`config.mk`:
```
export PLATFORM = sky130hd
export DESIGN_NAME = serial_adder_ctrl
export DESIGN_NICKNAME = d
export VERILOG_FILES = /design/src/rtl/serial_adder_ctrl.sv
export SDC_FILE = /design/constraint.sdc
export NUM_CORES = 1
export LEC_CHECK = 0
export BUFFER_PORTS_ARGS = -buffer_cell sky130_fd_sc_hd__buf_2
export CORE_ASPECT_RATIO = 0.7
export CORE_MARGIN = 2
export CORE_UTILIZATION = 30
export DETAILED_ROUTE_END_ITERATION = 10
export PLACE_DENSITY = 0.56
export SETUP_SLACK_MARGIN = 0.05
export SYNTH_ARGS = -nofsm -noshare
export SYNTH_HDL_FRONTEND = slang
export SYNTH_SLANG_ARGS = --single-unit
```
`constraint.sdc`:
```
create_clock -name Clk -period 5.5 [get_ports Clk]
set_clock_uncertainty 0.1 [all_clocks]
set_input_delay 1.375 -clock Clk [delete_from_list [all_inputs] [get_ports Clk]]
set_output_delay 1.375 -clock Clk [all_outputs]
set_load 0.005 [all_outputs]
```
`src/rtl/serial_adder_ctrl.sv`:
```
// Nibble-serial adder/subtractor. One 4-bit ripple-carry slice is reused
// once per nibble (LSB nibble first), with the inter-nibble carry held in
// a register. Operands are latched on Start, so the inputs are don't-care
// once the sequence is running.
module serial_adder_ctrl #(
  parameter int unsigned WIDTH = 16
) (
  input  logic             Clk,
  input  logic             Reset,
  input  logic             Start,
  input  logic             Sub,
  input  logic [WIDTH-1:0] A,
  input  logic [WIDTH-1:0] B,
  output logic [WIDTH-1:0] Sum,
  output logic             Cout,
  output logic             Overflow,
  output logic             Busy,
  output logic             Done
);

  localparam int unsigned NIB  = WIDTH / 4;
  localparam int unsigned CntW = $clog2(NIB);

  typedef enum logic [1:0] {StIdle, StAdd, StDone} state_e;

  state_e           state_q, state_d;
  logic [WIDTH-1:0] a_q, a_d;
  logic [WIDTH-1:0] b_q, b_d;
  logic [WIDTH-1:0] sum_q, sum_d;
  logic [CntW-1:0]  cnt_q, cnt_d;
  logic             carry_q, carry_d;
  logic             cout_q, cout_d;
  logic             ovf_q, ovf_d;

  logic [3:0]       slice_a, slice_b, slice_s;
  logic             slice_co;
  logic             last_nib;

  // Single 4-bit ripple-carry slice operating on the current nibble.
  always_comb begin
    logic c;
    slice_a = 4'(a_q >> {cnt_q, 2'b00});
    slice_b = 4'(b_q >> {cnt_q, 2'b00});
    slice_s = 4'b0000;
    c       = carry_q;
    for (int k = 0; k < 4; k++) begin
      slice_s[k] = slice_a[k] ^ slice_b[k] ^ c;
      c          = (slice_a[k] & slice_b[k]) | (c & (slice_a[k] ^ slice_b[k]));
    end
    slice_co = c;
  end

  assign last_nib = (cnt_q == CntW'(NIB - 1));

  // Next-state and datapath update for the IDLE/ADD/DONE sequence.
  always_comb begin
    state_d = state_q;
    a_d     = a_q;
    b_d     = b_q;
    sum_d   = sum_q;
    cnt_d   = cnt_q;
    carry_d = carry_q;
    cout_d  = cout_q;
    ovf_d   = ovf_q;
    unique case (state_q)
      StIdle: begin
        if (Start) begin
          a_d     = A;
          b_d     = B ^ {WIDTH{Sub}};
          carry_d = Sub;  // +1 completes the two's-complement negate of B
          sum_d   = '0;
          cout_d  = 1'b0;
          ovf_d   = 1'b0;
          cnt_d   = '0;
          state_d = StAdd;
        end
      end
      StAdd: begin
        // Unwritten nibbles are zero, so OR-ing the slice into place is a write.
        sum_d   = sum_q | (WIDTH'(slice_s) << {cnt_q, 2'b00});
        carry_d = slice_co;
        cnt_d   = cnt_q + CntW'(1);
        if (last_nib) begin
          cout_d  = slice_co;
          ovf_d   = (a_q[WIDTH-1] == b_q[WIDTH-1]) && (slice_s[3] != a_q[WIDTH-1]);
          state_d = StDone;
        end
      end
      StDone: begin
        if (!Start) begin
          state_d = StIdle;
        end
      end
      default: state_d = StIdle;
    endcase
  end

  // State register with synchronous reset.
  always_ff @(posedge Clk) begin
    if (Reset) begin
      state_q <= StIdle;
      a_q     <= '0;
      b_q     <= '0;
      sum_q   <= '0;
      cnt_q   <= '0;
      carry_q <= 1'b0;
      cout_q  <= 1'b0;
      ovf_q   <= 1'b0;
    end else begin
      state_q <= state_d;
      a_q     <= a_d;
      b_q     <= b_d;
      sum_q   <= sum_d;
      cnt_q   <= cnt_d;
      carry_q <= carry_d;
      cout_q  <= cout_d;
      ovf_q   <= ovf_d;
    end
  end

  assign Sum      = sum_q;
  assign Cout     = cout_q;
  assign Overflow = ovf_q;
  assign Busy     = (state_q == StAdd);
  assign Done     = (state_q == StDone);

endmodule

```
# Yosys cells after proc, flatten, opt, wreduce, memory -nomap -nowiden
# Cells that the tools add are included.
op_classes:
  div_mod_pow: 0
  muxes: 15
  reduce_logical: 7
  n_lt_le_gt_ge: 0
  n_eq_ne: 8
  bitwise: 22
  n_mul: 0
  shift: 3
  addsub: 1
op_table:
  columns: ["cell", "count"]
  rows:
  - ["$pmux W16 S2", 1]
  - ["$shr A16 B4 Y4", 2]
  - ["$mux W16", 1]
  - ["$or A16 B16 Y16", 1]
  - ["$shl A4 B4 Y16", 1]
  - ["$xor A16 B16 Y16", 1]
  - ["$and A1 B1 Y1", 8]
  - ["$mux W2", 4]
  - ["$xor A1 B1 Y1", 8]
  - ["$pmux W1 S2", 3]
  - ["$pmux W2 S3", 1]
  - ["$reduce_and A3 Y1", 2]
  - ["$eq A2 B2 Y1 const B", 2]
  - ["$mux W1", 4]
  - ["$ne A2 B2 Y1 const B", 2]
  - ["$or A1 B1 Y1", 4]
  - ["$pmux W2 S2", 1]
  - ["$reduce_and A2 Y1", 2]
  - ["$add A2 B1 Y2 const B", 1]
  - ["$eq A2 B1 Y1 const B", 1]
  - ["$logic_not A2 Y1", 1]
  - ["$ne A2 B1 Y1 const B", 1]
  - ["$reduce_bool A2 Y1", 1]
  - ["$eq A1 B1 Y1", 1]
  - ["other kinds (2)", 2]
word_totals:
  mem_bits_ro: 0
  output_inout_bits: 20
  word_cells: 64
  mem_bits_rw: 0
  register_bits: 55
  latch_bits: 0
  inputBits: 36
  n_memories: 0

# Longest topological paths before layout
logic_depth:
  depth_word: 13
  mapped_depth: 13

# Least setup slack after synthesis
# Ideal clock, no wire load.
synth_timing:
  kind: "reg2reg"
  start: "register cnt_q[0]"
  end: "register ovf_q (netlist: Overflow)"
  required_time_ps: 5270
  path_slack_ps: 2423
  setup_ps: 130
  path_stages_with_launch: 12
  t_arrival_ps: 2847
  path_cell_list: "dfxtp_1 > buf_2 > buf_2 > mux4_2 > fa_1 > inv_1 > fa_1 > inv_1 > fa_1 > and3b_1 > a21oi_1 > o31ai_1"
synth_between:
  elab_chain_cells: 13
  elab_cells_between_ends: 23
synth_lines:
  columns: ["element", "line", "text"]
  rows:
  - ["from (decl)", "30", "logic [CntW-1:0] cnt_q, cnt_d;"]
  - ["from (signal assigned)", "114", "cnt_q <= cnt_d;"]
  - ["$shr A16 B4 Y4 (on tied branches)", "42, 43", null]
  - ["$xor A1 B1 Y1", "48", "c = (slice_a[k] & slice_b[k]) | (c & (slice_a[k] ^ slice_b[k]));"]
  - ["$and A1 B1 Y1", "48", null]
  - ["$or A1 B1 Y1", "48", null]
  - ["$and A1 B1 Y1", "48", null]
  - ["$or A1 B1 Y1", "48", null]
  - ["$and A1 B1 Y1", "48", null]
  - ["$or A1 B1 Y1", "48", null]
  - ["$xor A1 B1 Y1", "47", "slice_s[k] = slice_a[k] ^ slice_b[k] ^ c;"]
  - ["$ne A1 B1 Y1", "85", "ovf_d = (a_q[WIDTH-1] == b_q[WIDTH-1]) && (slice_s[3] != a_q[WIDTH-1]);"]
  - ["$logic_and A1 B1 Y1", "85", null]
  - ["$mux W1", "83", "if (last_nib) begin"]
  - ["$pmux W1 S2", "65", "unique case (state_q)"]
  - ["to (signal assigned)", "117", "ovf_q <= ovf_d;"]
  - ["to (decl)", "33", "logic ovf_q, ovf_d;"]
# Several ways; a longest one is shown, not always the timed one. The select of a mux whose other input is x is not followed.
# A chain may end at the register's enable or synchronous reset.

# Worst setup path after layout
# Same ends and word-level chain as after synthesis.

==> qor.yml <==
drt-met1-wl_mm: 2.94
synth.distinct_cells: 31
path_cells: "mux4_2 -> inv_1 -> fa_1 -> inv_1 -> fa_1 -> inv_1 -> fa_1 -> inv_1 -> fa_1 -> and3b_1 -> a21oi_1 -> o31ai_1"
grt_overflow: 0
fp-row-count: 27
rrSetupSlack_ns: 1.81
worstPathArrival_ns: 3.72
ctsHoldBuffers: 0
layout_setup_ws_ns: 1.81
ys_async_sr_fraction_pct: 0
cts_buffer_depth: 2
grt_max_degree: 57
gp_congestion: 0.788
rsz0062_at_grt: "false"
fin_nets: 347
initial_core_util_pct: 31.3
max_stage_delay_ns: 0.86
whs_ns: 0.358
root_buffer: "clkbuf_16"
dp_hpwl_mm: 4.05
ioPinCount: 56
maxSlewHeadroom_pct: 23.0
port_buffers: 55
status: "finished, final reports clean"
drive_gt1_share_pct: 24.1
htree_num_levels: 2
yosysWarnings: 0
highest_layer: "met4"
syn_area_sq_mm: 0.00248
seq_area_frac_synth_pct: 44.4
ant_nets: 0
vdd_ir_drop_max_uv: 122
multi_input_area_sq_mm: 0.00122
dieWidth_um: 113
powerDensity_mw_per_mm2: 304
worstSkewPairLatency_ns: 0.29
setup.worst_path.end_class: "register"
critPathMaxFanout: 17
maxCapViolCount: 0
syn_inst: 267
postCtsResizedCells: 0
vias: 1932
synth-main-ff-cell: "dfxtp_1"
grt_pass1_wl_mm: 9.46
p_leak_nw: 1.15
path_class: "register to register"
cp.required_ns: 5.53
dp_slack_ns: 1.83
hold_viol: 0
drt_iter0_markers: 115
tightest_slew_ns: 1.15
avgSynthCellArea_sq_um: 9.29
synth_nets: 308
crit_path_top_delay_cell: "dfxtp_1"
antenna_cells: 0
seqCellArea_sq_mm: 0.00110
synth_edf_count: 0
setup_violations: 0
wl_per_cell_um: 13.7
drc_errors: 0
ys_seq_elements: 55
wl_met3_um: 293
layout_min_cycle_time_ns: 3.69
dieArea_sq_mm: 0.00903
critPathLaunchType: "register"
cts_buffers: 5
post-route-period-util_pct: 67.0
grt.total_usage_pct: 13.1
syn2layout_area_growth_pct: 17.4
cts_setup_buffers: 0
slew_viol_final: 0
fillers: 847
fin_tns_setup_ns: 0
cts_sinks: 55
core_area_sq_mm: 0.00794
hold_class: "register to register"
dieHeight_um: 80.1
wl_met2_mm: 2.33
grt_antenna_before_repair: 0
first_global_vias: 1889
dr.pass1.iters: 4
wl_mm: 5.60
cts.clk_slew.worst_paths_ns: 0.08
clock.fmax_mhz: 271
vias_per_cell: 4.74
cts_tree: "built"
## layer usage
layer	track usage, %	vias up
met2	19.1	48
met5	0	-
met3	3.09	4
met4	3.29	0
met1	19.5	883
li1	-	997
## power breakdown
part / internal [mW] / total, mW / leakage, nW / switching [mW]
Combinational: 0.0578 / 0.128 / 0.631 / 0.0699
Clock: 0.172 / 0.319 / 0.0708 / 0.147
Sequential: 0.421 / 0.440 / 0.450 / 0.0189
Total: 0.651 / 0.887 / 1.15 / 0.236
## critical path, delay by kind of cell, from the launching register on
family,cells,cell delay (ns)
and+or+nand+nor,1,0.20
DFF,1,0.86
muxes,1,0.60
AOI/OAI and AO/OA,2,0.21
adders and majority gates,4,1.28
buffers and inverters,4,0.27
## cells in the mapped netlist, drive strengths merged (3+ instances only)
library cell | number | area [sq um]
dfxtp | 55 | 1100
nand2 | 38 | 143
nor2 | 35 | 131
a21oi | 23 | 115
a211oi | 16 | 120
buf | 16 | 104
xnor2 | 16 | 140
inv | 9 | 33.8
a32oi | 8 | 70.1
clkbuf | 8 | 30.0
mux4 | 8 | 180
a22oi | 6 | 45.0
nor2b | 5 | 31.3
fa | 4 | 80.1
nor3b | 3 | 27.5
## path summary, 6_finish.rpt
check                           cells past startpoint  endpoint  startpoint
worst max-delay path                               12  Overflow    cnt_q[0]
worst min-delay path                                2    a_q[5]      a_q[5]
worst max register to register                     12  Overflow    cnt_q[0]
worst min register to register                      2    a_q[5]      a_q[5]
## state kept, by name (all words and copies together) (netlist names)
signal and flops:
b_q 16, carry_q 1, a_q 16, Cout 1, Sum 16, Overflow 1
cnt_q 2, state_q 2
## cell type report
class / instances / area share [%]
Inverter: 9 / 1.16
Multi-Input combinational cell: 179 / 41.8
Timing Repair Buffer: 56 / 9.71
Tap cell: 101 / 4.34
Clock inverter: 3 / 0.859
Sequential cell: 55 / 37.8
Clock buffer: 5 / 4.30
## metrics by stage
step | util [%] | power [mW] | instances | instance area, sq um
2_1_floorplan | - | 0.541 | 267 | 2480
3_3_place_gp | 34.8 | 0.575 | 400 | 2760
3_5_place_dp | 34.8 | 0.579 | 400 | 2760
4_1_cts | 36.7 | 0.898 | 408 | 2910
5_1_grt | 36.7 | 0.935 | 408 | 2910
6_report | 36.7 | 0.887 | 408 | 2910
## logic make-up (layout without fill, tap and decap cells)
logic type,after synthesis,after routing,synth area share (%)
compound gates,59,59,15.8
xor+xnor,16,16,5.65
fa+ha+maj,5,5,3.73
buf+inv,33,73,6.76
flops,55,55,44.4
mux,10,10,8.07
simple gates,89,89,15.6
## cells in the final DEF, fill, tap and decap left out, drive strengths merged
cell type / Yosys / layout
nand2b: 1 / 1
a32oi: 8 / 8
xnor2: 16 / 16
nand4: 2 / 2
a21oi: 23 / 23
o221a: 1 / 1
or3b: 1 / 1
fa: 4 / 4
o31ai: 1 / 1
buf: 16 / 56
a211oi: 16 / 16
mux2i: 2 / 2
a31oi: 1 / 1
nand3: 2 / 2
nor3b: 3 / 3
nor2: 35 / 35
and3b: 1 / 1
nand2: 38 / 38
clkbuf: 8 / 5
mux4: 8 / 8
o21bai: 1 / 1
a22oi: 6 / 6
o21ai: 2 / 2
nor2b: 5 / 5
ha: 1 / 1
clkinvlp: 0 / 1
nand3b: 1 / 1
dfxtp: 55 / 55
inv: 9 / 11
Power figures use the tool's default switching activity.
